[config.mk]
export PLATFORM = sky130hd
export DESIGN_NAME = ltc2324_16_emu_flat
export DESIGN_NICKNAME = d
export VERILOG_FILES = /design/src/rtl/ltc2324_emu_pkg.sv /design/src/rtl/ltc2324_16_emu_if.sv /design/src/rtl/ltc2324_pattern_gen.sv /design/src/rtl/ltc2324_16_emu.sv /design/src/flat_wrapper.sv
export SDC_FILE = /design/constraint.sdc
export NUM_CORES = 1
export LEC_CHECK = 0
export BUFFER_PORTS_ARGS = -buffer_cell sky130_fd_sc_hd__buf_2
export CORE_MARGIN = 2
export CORE_UTILIZATION = 40
export CTS_CLUSTER_DIAMETER = 50
export CTS_CLUSTER_SIZE = 24
export DETAILED_ROUTE_END_ITERATION = 7
export HOLD_SLACK_MARGIN = 0.02
export PLACE_DENSITY = 0.59
export SLEW_MARGIN = 25
export SYNTH_ARGS = -nofsm -noshare
export SYNTH_HDL_FRONTEND = slang
export SYNTH_SLANG_ARGS = --single-unit
[constraint.sdc]
create_clock -name adc_clk -period 1.9 [get_ports adc_clk]
set_clock_uncertainty 0.05 [all_clocks]
set_input_delay 0.19 -clock adc_clk [delete_from_list [all_inputs] [get_ports adc_clk]]
set_output_delay 0.19 -clock adc_clk [all_outputs]
set_load 0.03 [all_outputs]
[src/rtl/ltc2324_emu_pkg.sv]
// Shared types and constants for the LTC2324-16 serial interface emulator.
package ltc2324_emu_pkg;

  localparam int NUM_LANES = 4;
  localparam int WORD_W    = 16;

  typedef enum logic [1:0] {
    PAT_RAMP  = 2'd0,
    PAT_CONST = 2'd1,
    PAT_LFSR  = 2'd2,
    PAT_EXT   = 2'd3
  } pattern_sel_e;

  typedef enum logic [1:0] {
    IDLE  = 2'd0,
    CONV  = 2'd1,
    SHIFT = 2'd2
  } state_e;

  // Right-shifting Fibonacci form of x^16+x^14+x^13+x^11+1: taps on bits 0,2,3,5
  localparam logic [WORD_W-1:0] LFSR_SEED = 16'hACE1;
  localparam logic [WORD_W-1:0] LFSR_TAPS = 16'h002D;

  localparam logic [NUM_LANES-1:0][WORD_W-1:0] RAMP_BASE  =
    {16'hC000, 16'h8000, 16'h4000, 16'h0000};
  localparam logic [NUM_LANES-1:0][WORD_W-1:0] CONST_WORD =
    {16'hFFFF, 16'h0000, 16'h5A5A, 16'hA5A5};

  function automatic logic [WORD_W-1:0] lfsr_next(input logic [WORD_W-1:0] l);
    return {^(l & LFSR_TAPS), l[WORD_W-1:1]};
  endfunction

  function automatic logic [WORD_W-1:0] bitrev16(input logic [WORD_W-1:0] d);
    logic [WORD_W-1:0] r;
    for (int i = 0; i < WORD_W; i++) r[i] = d[WORD_W-1-i];
    return r;
  endfunction

endpackage

[src/rtl/ltc2324_16_emu_if.sv]
// Converter-side serial pins: CNV/SCK from the capture front end, CLKOUT/SDO back.
interface ltc2324_16_emu_if;
  logic CNV;
  logic SCK;
  logic CLKOUT;
  logic SDO1;
  logic SDO2;
  logic SDO3;
  logic SDO4;

  modport master (output CNV, SCK, input CLKOUT, SDO1, SDO2, SDO3, SDO4);
  modport slave  (input CNV, SCK, output CLKOUT, SDO1, SDO2, SDO3, SDO4);
endinterface

[src/rtl/ltc2324_pattern_gen.sv]
// Four-lane test word source: ramp, constants, LFSR or external words.
module ltc2324_pattern_gen
  import ltc2324_emu_pkg::*;
(
  input  logic                                adc_clk,
  input  logic                                adc_rst_n,
  input  pattern_sel_e                        sel,
  input  logic [NUM_LANES*WORD_W-1:0]         ext_data,
  input  logic [WORD_W-1:0]                   k,
  input  logic                                advance,
  output logic [NUM_LANES-1:0][WORD_W-1:0]    words
);

  logic [WORD_W-1:0] lfsr;

  always_ff @(posedge adc_clk or negedge adc_rst_n) begin
    if (!adc_rst_n)   lfsr <= LFSR_SEED;
    else if (advance) lfsr <= lfsr_next(lfsr);
  end

  always_comb begin
    words = '0;
    case (sel)
      PAT_RAMP:  for (int i = 0; i < NUM_LANES; i++) words[i] = RAMP_BASE[i] + k;
      PAT_CONST: words = CONST_WORD;
      PAT_LFSR: begin
        words[0] = lfsr;
        words[1] = ~lfsr;
        words[2] = {lfsr[7:0], lfsr[15:8]};
        words[3] = bitrev16(lfsr);
      end
      PAT_EXT:   words = ext_data;
      default:   words = '0;
    endcase
  end

endmodule

[src/rtl/ltc2324_16_emu.sv]
// LTC2324-16 device-side emulator: CNV/SCK synchronizers, conversion FSM and 4-lane SDO shifters.
module ltc2324_16_emu
  import ltc2324_emu_pkg::*;
#(
  parameter int CONV_CYCLES = 20,
  parameter int SYNC_STAGES = 2
) (
  input  logic                        adc_clk,
  input  logic                        adc_rst_n,
  ltc2324_16_emu_if.slave             pins,
  input  logic [1:0]                  pattern_sel,
  input  logic [NUM_LANES*WORD_W-1:0] ext_data,
  output logic                        busy,
  output logic [31:0]                 conv_count,
  output logic                        frame_err
);

  logic [SYNC_STAGES-1:0] cnv_sync, sck_sync;
  logic cnv_d, sck_d;
  logic cnv_rise, sck_fall, start;

  state_e                           state;
  logic [7:0]                       conv_timer;
  logic [4:0]                       bit_cnt;
  logic                             sdo_en;
  logic [NUM_LANES-1:0][WORD_W-1:0] sr;
  logic [NUM_LANES-1:0][WORD_W-1:0] words;
  logic [NUM_LANES-1:0]             sdo;

  always_ff @(posedge adc_clk or negedge adc_rst_n) begin
    if (!adc_rst_n) begin
      cnv_sync <= '0;
      sck_sync <= '0;
      cnv_d    <= 1'b0;
      sck_d    <= 1'b0;
    end else begin
      cnv_sync <= {cnv_sync[SYNC_STAGES-2:0], pins.CNV};
      sck_sync <= {sck_sync[SYNC_STAGES-2:0], pins.SCK};
      cnv_d    <= cnv_sync[SYNC_STAGES-1];
      sck_d    <= sck_sync[SYNC_STAGES-1];
    end
  end

  assign cnv_rise = cnv_sync[SYNC_STAGES-1] & ~cnv_d;
  assign sck_fall = ~sck_sync[SYNC_STAGES-1] & sck_d;
  // A rise while converting is a violation, never a restart
  assign start    = cnv_rise && (state != CONV);

  ltc2324_pattern_gen u_pat (
    .adc_clk   (adc_clk),
    .adc_rst_n (adc_rst_n),
    .sel       (pattern_sel_e'(pattern_sel)),
    .ext_data  (ext_data),
    .k         (conv_count[WORD_W-1:0]),
    .advance   (start),
    .words     (words)
  );

  always_ff @(posedge adc_clk or negedge adc_rst_n) begin
    if (!adc_rst_n) begin
      state      <= IDLE;
      busy       <= 1'b0;
      conv_count <= '0;
      frame_err  <= 1'b0;
      conv_timer <= '0;
      bit_cnt    <= '0;
      sdo_en     <= 1'b0;
      sr         <= '0;
    end else begin
      frame_err <= 1'b0;
      if (start) begin
        // Same-cycle SCK fall is dropped here without an error
        sr         <= words;
        conv_timer <= 8'(CONV_CYCLES);
        conv_count <= conv_count + 32'd1;
        busy       <= 1'b1;
        sdo_en     <= 1'b0;
        bit_cnt    <= '0;
        state      <= CONV;
      end else begin
        case (state)
          CONV: begin
            if (cnv_rise || sck_fall) frame_err <= 1'b1;
            conv_timer <= conv_timer - 8'd1;
            if (conv_timer == 8'd1) begin
              busy    <= 1'b0;
              sdo_en  <= 1'b1;
              bit_cnt <= '0;
              state   <= SHIFT;
            end
          end
          SHIFT: begin
            if (sck_fall) begin
              if (bit_cnt == 5'd16) frame_err <= 1'b1;
              else begin
                for (int i = 0; i < NUM_LANES; i++) sr[i] <= {sr[i][WORD_W-2:0], 1'b0};
                bit_cnt <= bit_cnt + 5'd1;
              end
            end
          end
          default: ;
        endcase
      end
    end
  end

  // Zero fill on shift means SDO is 0 once all 16 bits are out
  for (genvar g = 0; g < NUM_LANES; g++) begin : g_sdo
    assign sdo[g] = sdo_en & sr[g][WORD_W-1];
  end

  assign pins.CLKOUT = sck_d;
  assign pins.SDO1   = sdo[0];
  assign pins.SDO2   = sdo[1];
  assign pins.SDO3   = sdo[2];
  assign pins.SDO4   = sdo[3];

endmodule
[src/flat_wrapper.sv]
// flat-port wrapper written by rule: the top's interface ports become plain ports
module ltc2324_16_emu_flat import ltc2324_emu_pkg::*;
#(
  parameter int CONV_CYCLES = 20,
  parameter int SYNC_STAGES = 2
)
  (adc_clk, adc_rst_n, pattern_sel, ext_data, busy, conv_count, frame_err, pins_CNV, pins_SCK, pins_CLKOUT, pins_SDO1, pins_SDO2, pins_SDO3, pins_SDO4);
  ltc2324_16_emu_if pins_i ();
  input  logic adc_clk;
  input  logic adc_rst_n;
  input  logic [1:0] pattern_sel;
  input  logic [NUM_LANES*WORD_W-1:0] ext_data;
  output logic busy;
  output logic [31:0] conv_count;
  output logic frame_err;
  input wire logic [$bits(pins_i.CNV)-1:0] pins_CNV;
  input wire logic [$bits(pins_i.SCK)-1:0] pins_SCK;
  output wire logic [$bits(pins_i.CLKOUT)-1:0] pins_CLKOUT;
  output wire logic [$bits(pins_i.SDO1)-1:0] pins_SDO1;
  output wire logic [$bits(pins_i.SDO2)-1:0] pins_SDO2;
  output wire logic [$bits(pins_i.SDO3)-1:0] pins_SDO3;
  output wire logic [$bits(pins_i.SDO4)-1:0] pins_SDO4;
  assign pins_i.CNV = pins_CNV;
  assign pins_i.SCK = pins_SCK;
  assign pins_CLKOUT = pins_i.CLKOUT;
  assign pins_SDO1 = pins_i.SDO1;
  assign pins_SDO2 = pins_i.SDO2;
  assign pins_SDO3 = pins_i.SDO3;
  assign pins_SDO4 = pins_i.SDO4;
  ltc2324_16_emu #(.CONV_CYCLES(CONV_CYCLES), .SYNC_STAGES(SYNC_STAGES)) u_core (.adc_clk(adc_clk), .adc_rst_n(adc_rst_n), .pins(pins_i), .pattern_sel(pattern_sel), .ext_data(ext_data), .busy(busy), .conv_count(conv_count), .frame_err(frame_err));
endmodule
**Word-level counts from Yosys, hierarchy flattened**

Cells that the tools add are included.

- Input port bits: 70
- Output and inout port bits: 39
- Bits in registers: 136

- Add/subtract/negate cells: 6
- Equality and inequality tests: 12
- Reductions and logical operators: 12
- Bitwise operators: 9
- Multiplexer cells: 26

Operators by type and width:

| operator | count |
|---|---|
| $mux 64 | 4 |
| $pmux 64 s4 | 1 |
| $add 16x16->16 const A | 2 |
| $add 32x1->32 const B | 1 |
| $mux 5 | 4 |
| $add 15x16->16 const A | 1 |
| $mux 8 | 2 |
| $not 16->16 | 1 |
| $reduce_xor 16->1 | 1 |
| $mux 1 | 10 |
| $pmux 5 s2 | 1 |
| $eq 8x1->1 const B | 1 |
| $reduce_bool 2->1 | 4 |
| $sub 8x1->8 const B | 1 |
| $and 1x1->1 | 6 |
| $eq 2x2->1 const B | 3 |
| $mux 2 | 3 |
| $ne 3x1->1 const B | 2 |
| $add 5x1->5 const B | 1 |
| $eq 5x5->1 const B | 1 |
| $eq 2x1->1 const B | 2 |
| $ne 2x1->1 const B | 2 |
| $reduce_and 4->1 | 1 |
| $ne 3x2->1 const B | 1 |
| 8 further kinds | 9 |

**Depth between registers and ports, before layout**

- Depth after elaboration: 6
- Gate-level depth with buffers: 8
- Mapped depth without buffers: 6

**By module**

From an unflattened synthesis, not the netlist that was laid out.

- Cells, all modules: 746
- Area, all modules: 7379.6 um^2

By module, submodules not included:

| module | times used | cells each | area an instance (um^2) |
|---|---|---|---|
| ltc2324_16_emu | 1 | 509 | 5512.8 |
| ltc2324_pattern_gen | 1 | 237 | 1866.8 |

**Worst setup path after synthesis**

OpenSTA, ideal clock, no wires.

- Path kind: flip-flop to flip-flop
- Start: register u_core.state[0]
- End: register u_core.conv_count[20]
- Required time: 1.770 ns
- Library setup time: 0.080 ns
- Cell stages (with the launch flop): 6
- Data arrival time: 2.009 ns
- Setup slack: -0.239 ns
- Path buffers: 0
- Cell sequence: dfrtp_1 ha_1 nor3b_1 nand4_1 nor4_1 xor2_1

- Cells in the longest elaborated chain, start to end: 2

RTL lines:

| element | RTL line | RTL |
|---|---|---|
| start, declared | ltc2324_16_emu.sv:22 | `state_e state;` |
| start signal, assigned | ltc2324_16_emu.sv:61 | `state <= IDLE;` |
| start signal, assigned | ltc2324_16_emu.sv:79 | `state <= CONV;` |
| start signal, assigned | ltc2324_16_emu.sv:89 | `state <= SHIFT;` |
| $ne 2x1->1 | ltc2324_16_emu.sv:47 | `assign start = cnv_rise && (state != CONV);` |
| $logic_and 1x1->1 | ltc2324_16_emu.sv:47 |  |
| end signal, assigned | ltc2324_16_emu.sv:75 | `conv_count <= conv_count + 32'd1;` |
| end, declared | ltc2324_16_emu.sv:14 | `output logic [31:0] conv_count,` |

Every way passes these cells.
A chain may end at the register's enable or synchronous reset.

**Worst setup path in the final report**

- Start: register u_core.conv_timer[6]
- End: register u_core.bit_cnt[4]

- Cells in the longest elaborated chain, start to end: 3

RTL lines:

| element | RTL line | RTL |
|---|---|---|
| start, declared | ltc2324_16_emu.sv:23 | `logic [7:0] conv_timer;` |
| start signal, assigned | ltc2324_16_emu.sv:74 | `conv_timer <= 8'(CONV_CYCLES);` |
| start signal, assigned | ltc2324_16_emu.sv:84 | `conv_timer <= conv_timer - 8'd1;` |
| $eq 8x1->1 | ltc2324_16_emu.sv:85 | `if (conv_timer == 8'd1) begin` |
| $ne 3x1->1 (no line) | -- |  |
| $reduce_and 4->1 (no line) | -- |  |
| end signal, assigned | ltc2324_16_emu.sv:97 | `bit_cnt <= bit_cnt + 5'd1;` |
| end, declared | ltc2324_16_emu.sv:24 | `logic [4:0] bit_cnt;` |

Every way passes these cells.

==> impl_metrics.csv <==
group,metric,value,unit
yosys,synth_edf_count,0,
route,drc,0,
yosys,ys.flop_type,"dfrtp_1",
floorplanning,row_count,49,
route,detail_route.first_pass.iterations,6,
setup_path,slowest_stage,"or4_4",
setup_path,r2r_slack,-0.12,ns
cells_and_area,drive_gt1_share,27.9,%
sta,fin_ws,-0.118,ns
placement,io_buffers,108,
yosys,syn_area_per_cell,9.85,um^2
sta,finalSetupTns,-0.269,ns
pwr,total_power,0.0107,W
yosys,synth_cell_types,50,
cells_and_area,nNetsFinal,975,
clocking,insertion_delay,0.42,ns
clocking,h-tree-depth,4,
floorplanning,die_area,0.0193,mm^2
yosys,yosys.area_share.simple,13.9,%
clocking,cts_buffer_depth,2,
grt,grt_pass1_vias,6372,
cells_and_area,multi_input_area,0.00385,mm^2
setup_path,worst_ep_required_time,2.19,ns
clocking,cts_tree,"yes",
route,via_per_inst,5.74,
sta,worst_hold_slack,0.0396,ns
floorplanning,dieHeight,139,um
yosys,synth_compound_area_share,19.4,%
pwr,power_switching,0.00369,W
grt,antenna_found_initial,0,
sta,rsz0062_at_grt,"true",
setup_path,crit_type,"flop to flop",
yosys,yosysTopAreaCell,"dfrtp_1",
setup_path,crit_fanout,4,
yosys,synth_area_leaders,"dfrtp_1, mux2i_1, a21oi_1",
sta,tightest_slew,0.521,ns
yosys,synth_top_area_share,43.3,%
yosys,seq_area_frac_synth,46.2,%
pwr,leakage,4.15,nW
route,drtIter0Drc,582,
sta,min_period,2.02,ns
route,ant_nets,0,
floorplanning,core-area,0.0179,mm^2
min_path,holdCritPathClass,"input pin to flop",
clocking,clk_pin_slew,0.05,ns
sta,finalMaxSlewViolations,0,
yosys,yosys_warnings,0,
clocking,cts-root-buf,"clkbuf_16",
route,totalWireLength,23.1,mm
cells_and_area,fillers,1647,
setup_path,cpMostUsedCell,"or4_4",
yosys,synthMuxAreaShare,10.4,%
job,maxCapViolations,0,
floorplanning,io_pins,109,
pwr,p_seq_share,41.5,%
pwr,clkPwrFrac,26.9,%
setup_path,worstSetupEndpointType,"flop",
yosys,yosys_register_bits,134,
setup_path,worstPathArrival,2.31,ns
pwr,p_int,0.00701,W
grt,grt_start_max_net_pins,52,
yosys,synthesis.nets,818,
yosys,synth-xor-area-share,4.45,%
sta,finalHoldViolations,0,
floorplanning,initial_utilization,40.7,%
grt,grt_pass1_wl,35.4,mm
setup_path,critical-path-max-stage-delay,0.55,ns
pwr,max-vdd-ir-drop,0.000677,V
setup_path,cp-start-kind,"flop",
floorplanning,die_x,139,um
setup_path,path_cells,"or4_4 -> or4_4 -> a211o_1 -> o2bb2ai_1",
cells_and_area,final_util,53.5,%
yosys,synth_top_family_by_area,"compound AO/OA/AOI/OAI gates",
yosys,synthCells,740,
outcome,failed_checks,"negative setup slack",
cells_and_area,area_growth,31.4,%
route,wl_per_cell,20.3,um
route,dr_total_vias,6522,
cells_and_area,diodes,0,
clocking,cts_made_buffers,17,
yosys,synth_fa_ha_area_share,1.37,%
pwr,share_comb_of_total_power,31.6,%
sta,setup_viol,4,
pwr,power.density,1120,mW/mm^2
pwr,switching_share,34.5,%
grt,grt_usage,23.5,%
sta,maxSlewHeadroom,65.3,%
outcome,status,"finished with violations",
sta,finalCritPeriodShare,106,%
clocking,clock-sinks,134,
cells_and_area,seqCellArea,0.00337,mm^2
placement,dp_hpwl,16.1,mm
sta,fmax,0.496,GHz
yosys,syn_area,0.00729,mm^2
yosys,async_flop_share,100,%
grt,overflow,0,
placement,gp_congestion,0.956,
## cell usage after synthesis, types with 4 or more instances
cell	n
o21ai_0	46
o221ai_1	8
nor3_1	5
xor2_1	18
nor2b_1	4
dfrtp_1	126
o22ai_1	5
mux2i_1	76
nand2b_1	23
a211oi_1	9
a21oi_1	70
and2_1	8
buf_2	8
clkbuf_1	45
nand2_1	52
nor2_1	28
nand3b_1	22
o211ai_1	21
nand3_1	11
nor4_1	12
o21a_1	17
a311oi_1	23
ha_1	8
buf_1	4
inv_1	20
dfstp_2	8
nand4_1	9
and4_1	4
xnor2_1	19
## worst paths after layout
| path | from | to | cells past startpoint |
|---|---|---|---|
| worst max-delay path | u_core.conv_timer[6] | u_core.bit_cnt[4] | 4 |
| worst min-delay path | ext_data[24] | u_core.sr[24] | 3 |
| worst max register to register | u_core.conv_timer[6] | u_core.bit_cnt[4] | 4 |
| worst min register to register | u_core.cnv_sync[0] | u_core.cnv_sync[1] | 0 |
| max in group asynchronous | adc_rst_n | u_core.u_pat.lfsr[15] | 3 |
| min in group asynchronous | adc_rst_n | u_core.frame_err | 2 |
## routing by layer
layer / vias to the layer above / wire (um) / track usage, %
met5: - / 0 / 0
met4: 0 / 448 / 8.13
met3: 29 / 1150 / 3.87
met2: 231 / 10900 / 36.5
met1: 3240 / 10600 / 33.4
li1: 3022 / - / -
## cells by family (layout without fill, tap and decap cells)
kind of cell    count (synthesis)  in the layout
simple gates                  188            188
buf+inv                        78            246
flops                         134            134
fa+ha+maj                       8              8
xor+xnor                       37             37
mux                            76             76
compound gates                219            219
## cell type report
type / count / share of cell area, %
clock buffers: 25 / 4.96
flip-flops and latches: 134 / 35.2
repair buffers: 196 / 15.6
well taps: 229 / 2.99
multi-input cells: 528 / 40.2
clock inverters: 5 / 0.287
inverters: 20 / 0.784
## state kept, by name, summed over array words and instances, names as in the netlist
signal,flops
u_core.cnv_d,1
u_core.pins.CLKOUT,1
u_core.sck_sync,2
u_core.conv_timer,8
u_core.frame_err,1
u_core.bit_cnt,5
u_core.state,2
u_core.sr,64
u_core.conv_count,32
u_core.cnv_sync,2
u_core.u_pat.lfsr,16
## cell usage in the layout, fill, tap and decap left out, types with 21 or more instances in the layout
cell type,netlist,final
mux2i_1,76,73
nor2_1,28,28
nand3b_1,22,22
buf_4,1,58
o21ai_0,46,45
nand2_1,52,51
buf_2,8,105
nand2b_1,23,23
a311oi_1,23,23
o211ai_1,21,21
clkbuf_16,0,21
a21oi_1,70,69
dfrtp_1,126,118
## what timing repair did
action,in CTS,in global routing
pin swaps,5,13
gates resized for setup,11,30
hold buffers,14,0
cloned,2,4
buffers inserted,2,3
endpoints found under the hold margin,56,0
endpoints found under the setup margin,63,70
## worst max-delay path: cells and delay by family, from the launching register on
kind             cells  cell delay [ns]
AO/OA/AOI/OAI        2             0.47
flip-flops           1             0.37
AND/OR/NAND/NOR      2             1.04
## power by group through the flow
stage / clock network [W] / logic [W] / registers (W)
finish: 0.00288 / 0.00338 / 0.00445
global route: 0.00309 / 0.00372 / 0.00453
CTS: 0.00293 / 0.00324 / 0.00441
detailed placement: 0 / 0.00316 / 0.00444
global placement: 0 / 0.00304 / 0.00442
floorplan: 0 / 0.00191 / 0.00436
## stage by stage
stage               cells  area [um^2]  worst slack [ns]
floorplan             740         7360           -0.0628
finish               1137         9580            -0.118
detailed placement   1083         8540            -0.113
global placement     1083         8540           -0.0729
global route         1137         9580            -0.166
CTS                  1131         9300           -0.0821
No activity file was read; power rests on OpenSTA's default activity.
